[config.mk]
export PLATFORM = sky130hd
export DESIGN_NAME = reg_file_fwd_flat
export DESIGN_NICKNAME = d
export VERILOG_FILES = /design/src/rtl/reg_file_fwd_if.sv /design/src/rtl/reg_file_fwd.sv /design/src/flat_wrapper.sv
export SDC_FILE = /design/constraint.sdc
export NUM_CORES = 2
export LEC_CHECK = 0
export CAP_MARGIN = 15
export CORE_AREA = 3 3 382 384
export CTS_CLUSTER_DIAMETER = 60
export DETAILED_ROUTE_END_ITERATION = 8
export DIE_AREA = 0 0 385 387
export GPL_TIMING_DRIVEN = 0
export PLACE_DENSITY = 0.57
export SLEW_MARGIN = 5
export SYNTH_ARGS = -nofsm -noshare
export SYNTH_HDL_FRONTEND = slang
export SYNTH_SLANG_ARGS = --single-unit
[constraint.sdc]
create_clock -name clk -period 3.4 [get_ports clk]
set_clock_uncertainty 0.2 [all_clocks]
set_input_delay 0.51 -clock clk [delete_from_list [all_inputs] [get_ports clk]]
set_output_delay 0.51 -clock clk [all_outputs]
set_load 0.05 [all_outputs]
[src/rtl/reg_file_fwd_if.sv]
`default_nettype none
// ============================================================================
// Module   : reg_file_fwd_if
// Purpose  : ID-stage register-file bundle: read ports, EX/MEM forward
//            sources, WB write port and the load-use stall request.
// Revision : 1.0
// ============================================================================
interface reg_file_fwd_if #(
    parameter int DATA_WIDTH = 32,
    parameter int ADDR_WIDTH = 5
);
    logic                  read_en_1;
    logic [ADDR_WIDTH-1:0] read_addr_1;
    logic                  read_en_2;
    logic [ADDR_WIDTH-1:0] read_addr_2;
    logic [DATA_WIDTH-1:0] read_data_1;
    logic [DATA_WIDTH-1:0] read_data_2;
    logic                  ex_write_en;
    logic [ADDR_WIDTH-1:0] ex_write_addr;
    logic [DATA_WIDTH-1:0] ex_write_data;
    logic                  ex_load;
    logic                  mem_write_en;
    logic [ADDR_WIDTH-1:0] mem_write_addr;
    logic [DATA_WIDTH-1:0] mem_write_data;
    logic                  write_en;
    logic [ADDR_WIDTH-1:0] write_addr;
    logic [DATA_WIDTH-1:0] write_data;
    logic                  stall_request;

    modport master (
        output read_en_1, read_addr_1, read_en_2, read_addr_2,
        output ex_write_en, ex_write_addr, ex_write_data, ex_load,
        output mem_write_en, mem_write_addr, mem_write_data,
        output write_en, write_addr, write_data,
        input  read_data_1, read_data_2, stall_request
    );

    modport slave (
        input  read_en_1, read_addr_1, read_en_2, read_addr_2,
        input  ex_write_en, ex_write_addr, ex_write_data, ex_load,
        input  mem_write_en, mem_write_addr, mem_write_data,
        input  write_en, write_addr, write_data,
        output read_data_1, read_data_2, stall_request
    );
endinterface
`default_nettype wire

[src/rtl/reg_file_fwd.sv]
`default_nettype none
// ============================================================================
// Module   : reg_file_fwd
// Purpose  : Register file with EX > MEM > WB operand forwarding and a
//            combinational load-use stall request.
// Revision : 1.0
// ============================================================================
module reg_file_fwd #(
    parameter int DATA_WIDTH = 32,
    parameter int ADDR_WIDTH = 5
) (
    input  wire logic       clk,
    input  wire logic       rst,
    reg_file_fwd_if.slave   bus
);
    localparam int C_NUM_REGS = 1 << ADDR_WIDTH;

    logic [DATA_WIDTH-1:0] regs_q [C_NUM_REGS];

    // r0 is only ever cleared by reset; reads of it are forced to zero anyway.
    always_ff @(posedge clk) begin
        if (rst) begin
            for (int i = 0; i < C_NUM_REGS; i++) begin
                regs_q[i] <= '0;
            end
        end else if (bus.write_en && (bus.write_addr != '0)) begin
            regs_q[bus.write_addr] <= bus.write_data;
        end
    end

    generate
        for (genvar p = 0; p < 2; p++) begin : g_port
            logic                  rd_en;
            logic [ADDR_WIDTH-1:0] rd_addr;
            logic [DATA_WIDTH-1:0] rd_data;
            logic                  hazard;

            assign rd_en   = (p == 0) ? bus.read_en_1   : bus.read_en_2;
            assign rd_addr = (p == 0) ? bus.read_addr_1 : bus.read_addr_2;

            // Youngest producer wins; a load still in EX has no data yet.
            always_comb begin
                rd_data = '0;
                hazard  = 1'b0;
                if (!rst && rd_en && (rd_addr != '0)) begin
                    if (bus.ex_write_en && (bus.ex_write_addr == rd_addr)) begin
                        if (bus.ex_load) begin
                            hazard = 1'b1;
                        end else begin
                            rd_data = bus.ex_write_data;
                        end
                    end else if (bus.mem_write_en && (bus.mem_write_addr == rd_addr)) begin
                        rd_data = bus.mem_write_data;
                    end else if (bus.write_en && (bus.write_addr == rd_addr)) begin
                        rd_data = bus.write_data;
                    end else begin
                        rd_data = regs_q[rd_addr];
                    end
                end
            end
        end
    endgenerate

    assign bus.read_data_1   = g_port[0].rd_data;
    assign bus.read_data_2   = g_port[1].rd_data;
    assign bus.stall_request = g_port[0].hazard | g_port[1].hazard;

endmodule
`default_nettype wire

[src/flat_wrapper.sv]
// flat-port wrapper written by rule: the top's interface ports become plain ports
module reg_file_fwd_flat 
#(
    parameter int DATA_WIDTH = 32,
    parameter int ADDR_WIDTH = 5
)
  (clk, rst, bus_read_en_1, bus_read_addr_1, bus_read_en_2, bus_read_addr_2, bus_ex_write_en, bus_ex_write_addr, bus_ex_write_data, bus_ex_load, bus_mem_write_en, bus_mem_write_addr, bus_mem_write_data, bus_write_en, bus_write_addr, bus_write_data, bus_read_data_1, bus_read_data_2, bus_stall_request);
  reg_file_fwd_if #(.DATA_WIDTH(DATA_WIDTH), .ADDR_WIDTH(ADDR_WIDTH)) bus_i ();
  input  wire logic clk;
  input  wire logic rst;
  input wire logic [$bits(bus_i.read_en_1)-1:0] bus_read_en_1;
  input wire logic [$bits(bus_i.read_addr_1)-1:0] bus_read_addr_1;
  input wire logic [$bits(bus_i.read_en_2)-1:0] bus_read_en_2;
  input wire logic [$bits(bus_i.read_addr_2)-1:0] bus_read_addr_2;
  input wire logic [$bits(bus_i.ex_write_en)-1:0] bus_ex_write_en;
  input wire logic [$bits(bus_i.ex_write_addr)-1:0] bus_ex_write_addr;
  input wire logic [$bits(bus_i.ex_write_data)-1:0] bus_ex_write_data;
  input wire logic [$bits(bus_i.ex_load)-1:0] bus_ex_load;
  input wire logic [$bits(bus_i.mem_write_en)-1:0] bus_mem_write_en;
  input wire logic [$bits(bus_i.mem_write_addr)-1:0] bus_mem_write_addr;
  input wire logic [$bits(bus_i.mem_write_data)-1:0] bus_mem_write_data;
  input wire logic [$bits(bus_i.write_en)-1:0] bus_write_en;
  input wire logic [$bits(bus_i.write_addr)-1:0] bus_write_addr;
  input wire logic [$bits(bus_i.write_data)-1:0] bus_write_data;
  output wire logic [$bits(bus_i.read_data_1)-1:0] bus_read_data_1;
  output wire logic [$bits(bus_i.read_data_2)-1:0] bus_read_data_2;
  output wire logic [$bits(bus_i.stall_request)-1:0] bus_stall_request;
  assign bus_i.read_en_1 = bus_read_en_1;
  assign bus_i.read_addr_1 = bus_read_addr_1;
  assign bus_i.read_en_2 = bus_read_en_2;
  assign bus_i.read_addr_2 = bus_read_addr_2;
  assign bus_i.ex_write_en = bus_ex_write_en;
  assign bus_i.ex_write_addr = bus_ex_write_addr;
  assign bus_i.ex_write_data = bus_ex_write_data;
  assign bus_i.ex_load = bus_ex_load;
  assign bus_i.mem_write_en = bus_mem_write_en;
  assign bus_i.mem_write_addr = bus_mem_write_addr;
  assign bus_i.mem_write_data = bus_mem_write_data;
  assign bus_i.write_en = bus_write_en;
  assign bus_i.write_addr = bus_write_addr;
  assign bus_i.write_data = bus_write_data;
  assign bus_read_data_1 = bus_i.read_data_1;
  assign bus_read_data_2 = bus_i.read_data_2;
  assign bus_stall_request = bus_i.stall_request;
  reg_file_fwd #(.DATA_WIDTH(DATA_WIDTH), .ADDR_WIDTH(ADDR_WIDTH)) u_core (.clk(clk), .rst(rst), .bus(bus_i));
endmodule
## Word level (Yosys, flattened, before mapping)

Memory sizes are Yosys's and may differ from the RTL's.
Index checks and enable logic that the tools add are counted.
W data, S select, Z words.

| storage, ports and cells | value |
|---|---|
| register bits after elaboration | 0 |
| bits in latches | 0 |
| memory bits (writable) | 1024 |
| ROM bits | 0 |
| input bits | 129 |
| output and inout port bits | 65 |
| word-level logic and storage cells | 46 |
| memories | 1 |

Memory list:

| name | depth | bits a word | read ports | clocked after memory_dff | wr ports | line | text |
|---|---|---|---|---|---|---|---|
| u_core.regs_q | 32 | 32 | 2 | 0 | 32 | reg_file_fwd.sv:18 | `logic [DATA_WIDTH-1:0] regs_q [C_NUM_REGS];` |

| operators by class | value |
|---|---|
| add/subtract/negate cells | 0 |
| multipliers | 0 |
| divide/modulo/power cells | 0 |
| order comparisons | 0 |
| eq/ne operators | 6 |
| shifts and indexed selects | 0 |
| multiplexer cells | 22 |
| bitwise gates (word level) | 1 |
| reduce and logical (&&, ||, !) cells | 16 |

Operators by type and width:

| operator | count |
|---|---|
| $mux W32 | 10 |
| $reduce_or A32 Y1 | 1 |
| $eq A5 B5 Y1 | 6 |
| $reduce_bool A5 Y1 | 3 |
| $logic_and A1 B1 Y1 | 11 |
| $mux W1 | 11 |
| $mux W5 | 1 |
| $logic_not A1 Y1 | 1 |
| $or A1 B1 Y1 | 1 |

## Longest topological paths before layout

| logic depth | value |
|---|---|
| depth in word-level cells | 7 |
| mapped depth | 11 |
| mapped depth without buffers | 6 |

## Worst setup path before layout

Ideal clock, no wire load.

| path | value |
|---|---|
| path kind | input to output |
| start | input port bus_read_addr_1[2] |
| end | output port bus_read_data_1[29] |
| arrival time | 3.033 ns |
| data required time | 2.690 ns |
| path slack | -0.343 ns |
| cell stages on the path | 8 |
| path buffers | 4 |
| cells stage by stage | buf_4 -> buf_2 -> buf_2 -> clkbuf_1 -> nand2_1 -> a221oi_1 -> a2111oi_0 -> a211oi_1 |

| on the way | value |
|---|---|
| word-level cells in the longest chain between the ends | 6 |
| elaborated cells between the ends (all ways) | 13 |
| classes of those cells | eq/ne: 3; mux: 4; reduce/logical: 5; memory: 1 |

RTL lines:

| element | line | text |
|---|---|---|
| from (decl) | flat_wrapper.sv:12 | `input wire logic [$bits(bus_i.read_addr_1)-1:0] bus_read_addr_1;` |
| parallel branches: the longest is 5 deep, another holds $mem_v2 Z32 W32 | n/a |  |
| $mux W32 * | reg_file_fwd.sv:45 | `if (!rst && rd_en && (rd_addr != '0)) begin` |
| to (decl) | flat_wrapper.sv:25 | `output wire logic [$bits(bus_i.read_data_1)-1:0] bus_read_data_1;` |

Mark *: on every way between the ends.

## Worst setup path after layout

| path | value |
|---|---|
| start | input port bus_write_addr[4] |
| end | output port bus_read_data_1[2] |

| on the way | value |
|---|---|
| word-level cells in the longest chain between the ends | 6 |

RTL lines:

| element | line | text |
|---|---|---|
| from (decl) | flat_wrapper.sv:23 | `input wire logic [$bits(bus_i.write_addr)-1:0] bus_write_addr;` |
| $eq A5 B5 Y1 | reg_file_fwd.sv:54 | `end else if (bus.write_en && (bus.write_addr == rd_addr)) begin` |
| $logic_and A1 B1 Y1 | reg_file_fwd.sv:54 |  |
| $mux W32 | reg_file_fwd.sv:54 |  |
| $mux W32 | reg_file_fwd.sv:52 | `end else if (bus.mem_write_en && (bus.mem_write_addr == rd_addr)) begin` |
| $mux W32 | reg_file_fwd.sv:46 | `if (bus.ex_write_en && (bus.ex_write_addr == rd_addr)) begin` |
| $mux W32 | reg_file_fwd.sv:45 |  |

No other way between the ends.

==> metrics.txt <==
Final Critical Period between 3 and 4 ns; HP Class in2reg; # hold bufs at CTS 0; final wirelength 273100 um; yosys warns 0; Hold Vio Cnt, Final 0; DP Worst Slack -2.822 ns; First-pass DRT Iterations 8; Slew headroom approximately 14%; CTS tree built; DP HPWL a little under 200000 um; sequential element share of the synthesized area between 50% and 60%; crit path DAT 2.93 ns; fill count ~12k; hold slack slightly above 0.3 ns; vias per inst ~6.6; vias in the first global route 40.28k; Area after DPL around 0.06 sq mm; Most flops, register u_core.regs_q; RSZ-0062 raised after global routing yes; Syn Area/Cell approximately 15 sq um; outcome finished with violations; CTS HTree Levels 3; Setup-failing EPs final approximately 440; failing checks setup timing; CTS Buffer Depth 3; Req. time, crit path between 2 and 3 ns; Largest register FFs approximately 1.0k; Slew @ Worst Pin around 1.3 ns; Post-Layout Inst Area just over 0.07 sq mm; layout cells sized above 1 ~34%; xor-xnor portion of the synthesized cell area less than 1%; first-pass GRT wire length 356100 um; Compound-Gate Fraction of Synth Area 5.098%; post-synthesis adder-cell area fraction 0%; Area Growth Syn to Fin 26.70%; Port Buffer Count about 180; crit path launch type input port; Synth async-reset ratio 0%; row cnt about 140; die extent in x roughly 390 um; core area between 0.1 and 0.15 sq mm; Final period util 107.2%; register area between 0.03 and 0.04 sq mm; die height just under 400 um; Synth Flop Type edfxtp_1; initial core utilization 39.80%; initial antenna violation count 22; Seq cells post-synth ~1.0k; Power Density between 400 and 500 mW/mm^2; Multi-input gate area 0.02733 sq mm; Via Count 41.79k; GR Overflow Total 0; post-synthesis mux area share around a quarter; largest family of logic cells by synthesized area multiplexers; I/O Pins around 190; Post-Syn Instances about 3.8k; endpoint class of the critical path output port; worst-path fanout max 10; Antenna Violating Nets Remaining 0; most frequent cells in the layout 1024 x edfxtp_1, 994 x and2_1, 505 x mux4_2, 211 x clkbuf_1, 127 x clkbuf_16; fmax roughly 270 MHz; DRT iter0 DRCs roughly 6.9k; largest net degree at the start of global routing 33; fin nets around 4.4k; clock sink count just over 1k; GRT Resource Usage Total roughly 36%; final cell count without fillers roughly 6.3k; sum of negative setup slack -33.92 ns; Die Footprint between 0.1 and 0.15 sq mm; cts bufs inserted 117; critical setup path kind in2out; Post-synth EDFFs 1024; WL/cell approximately 43 um; Worst VDD drop approximately 0.45 mV; Cell Area, Synth between 0.05 and 0.06 sq mm; commonest non-fill, non-tap cell in the layout edfxtp_1; count of pins over their slew limit 0; Worst-path clk slew around 0.060 ns; Max-cap violations 0; fin util around half; DRC 0; total power draw ~34 mW; Simple-Gate Fraction of Synth Area a little over an eighth; Top Registers u_core.regs_q (1024); Synth cell types 57; final worst setup slack -0.2431 ns; root buffer cell clkbuf_16; Post-Place Cells just under 6k; RePlAce Congestion ~1.1; Lkg Pwr between 20 and 25 nW
[cell families (layout without fill, tap and decap cells)]
group	count (synthesis)	count (layout)
buffers and inverters	424	971
AOI/OAI and AO/OA	365	365
other	1	44
DFF	1024	1024
muxes	701	701
and+or+nand+nor	1272	1272
xor gates and xnor gates	30	30
[cell type report]
class | instances | share of cell area [%]
well taps | 1903 | 3.299
clock inverters | 73 | 0.9673
diodes | 12 | 0.04161
inverters | 3 | 0.01907
repair buffers | 347 | 5.834
clock buffers | 136 | 4.214
flip-flops and latches | 1024 | 42.60
multi-input cells | 2400 | 37.86
plain buffers | 412 | 5.156
[what timing repair did]
item                       4_1_cts  5_1_grt
gates cloned                    14        3
resized for setup             1453      176
setup endpoints to repair     1564      125
buffers inserted                90       41
pin swaps                      127       87
[critical path: stages]
cell and delay (ns):
clkbuf_4 0.24, xnor2_2 0.34, nand3_1 0.20, nor2_4 0.31, buf_4 0.44, a2111oi_4 0.12, a211oi_4 0.49, buf_6 0.23
[cells in the mapped netlist (6+ instances only)]
library cell / count / share of area, %
mux2_2: 41 / 0.81
buf_1: 15 / 0.099
or2_2: 31 / 0.34
nor2_1: 56 / 0.37
a22o_1: 64 / 0.98
xor2_1: 20 / 0.31
a221oi_1: 12 / 0.18
clkbuf_1: 269 / 1.8
o211ai_1: 9 / 0.12
mux2i_1: 155 / 2.7
a2bb2oi_1: 11 / 0.17
a21oi_1: 20 / 0.18
mux4_2: 505 / 20
nor3_1: 14 / 0.12
xnor2_1: 10 / 0.15
o21ai_0: 12 / 0.11
o2111ai_1: 9 / 0.14
a22oi_1: 60 / 0.79
a2111oi_0: 42 / 0.65
edfxtp_1: 1024 / 54
o2bb2ai_1: 9 / 0.14
and2_1: 996 / 11
nand4_1: 9 / 0.099
buf_2: 73 / 0.64
buf_4: 28 / 0.37
a211oi_1: 13 / 0.17
nor4_1: 6 / 0.066
nand2_1: 71 / 0.47
buf_6: 33 / 0.65
nand3_1: 22 / 0.19
a221o_1: 32 / 0.56
o22ai_1: 43 / 0.47
nor2b_1: 43 / 0.47
o221ai_1: 20 / 0.31
[routing by layer]
metal | part of all wire (%) | vias up | global-route usage, %
li1 | - | 15894 | -
met1 | 37 | 21685 | 46.71
met2 | 42 | 3366 | 51.31
met3 | 12 | 836 | 10.62
met4 | 9.2 | 4 | 25.53
met5 | 0.020 | - | 0
[power breakdown]
group	leakage (nW)	switching, mW	internal (mW)
Combinational	13.1	3.73	2.49
Sequential	9.75	0.362	14.6
Clock	1.82	5.42	7.33
[path summary, 6_finish.rpt]
kind / from / to / depth (start not counted)
setup / recovery: bus_write_addr[4] / bus_read_data_1[2] / 8
hold / removal: bus_write_addr[1] / u_core.regs_q[4][31] / 3
Note: power is estimated with default switching activity, not from simulation.
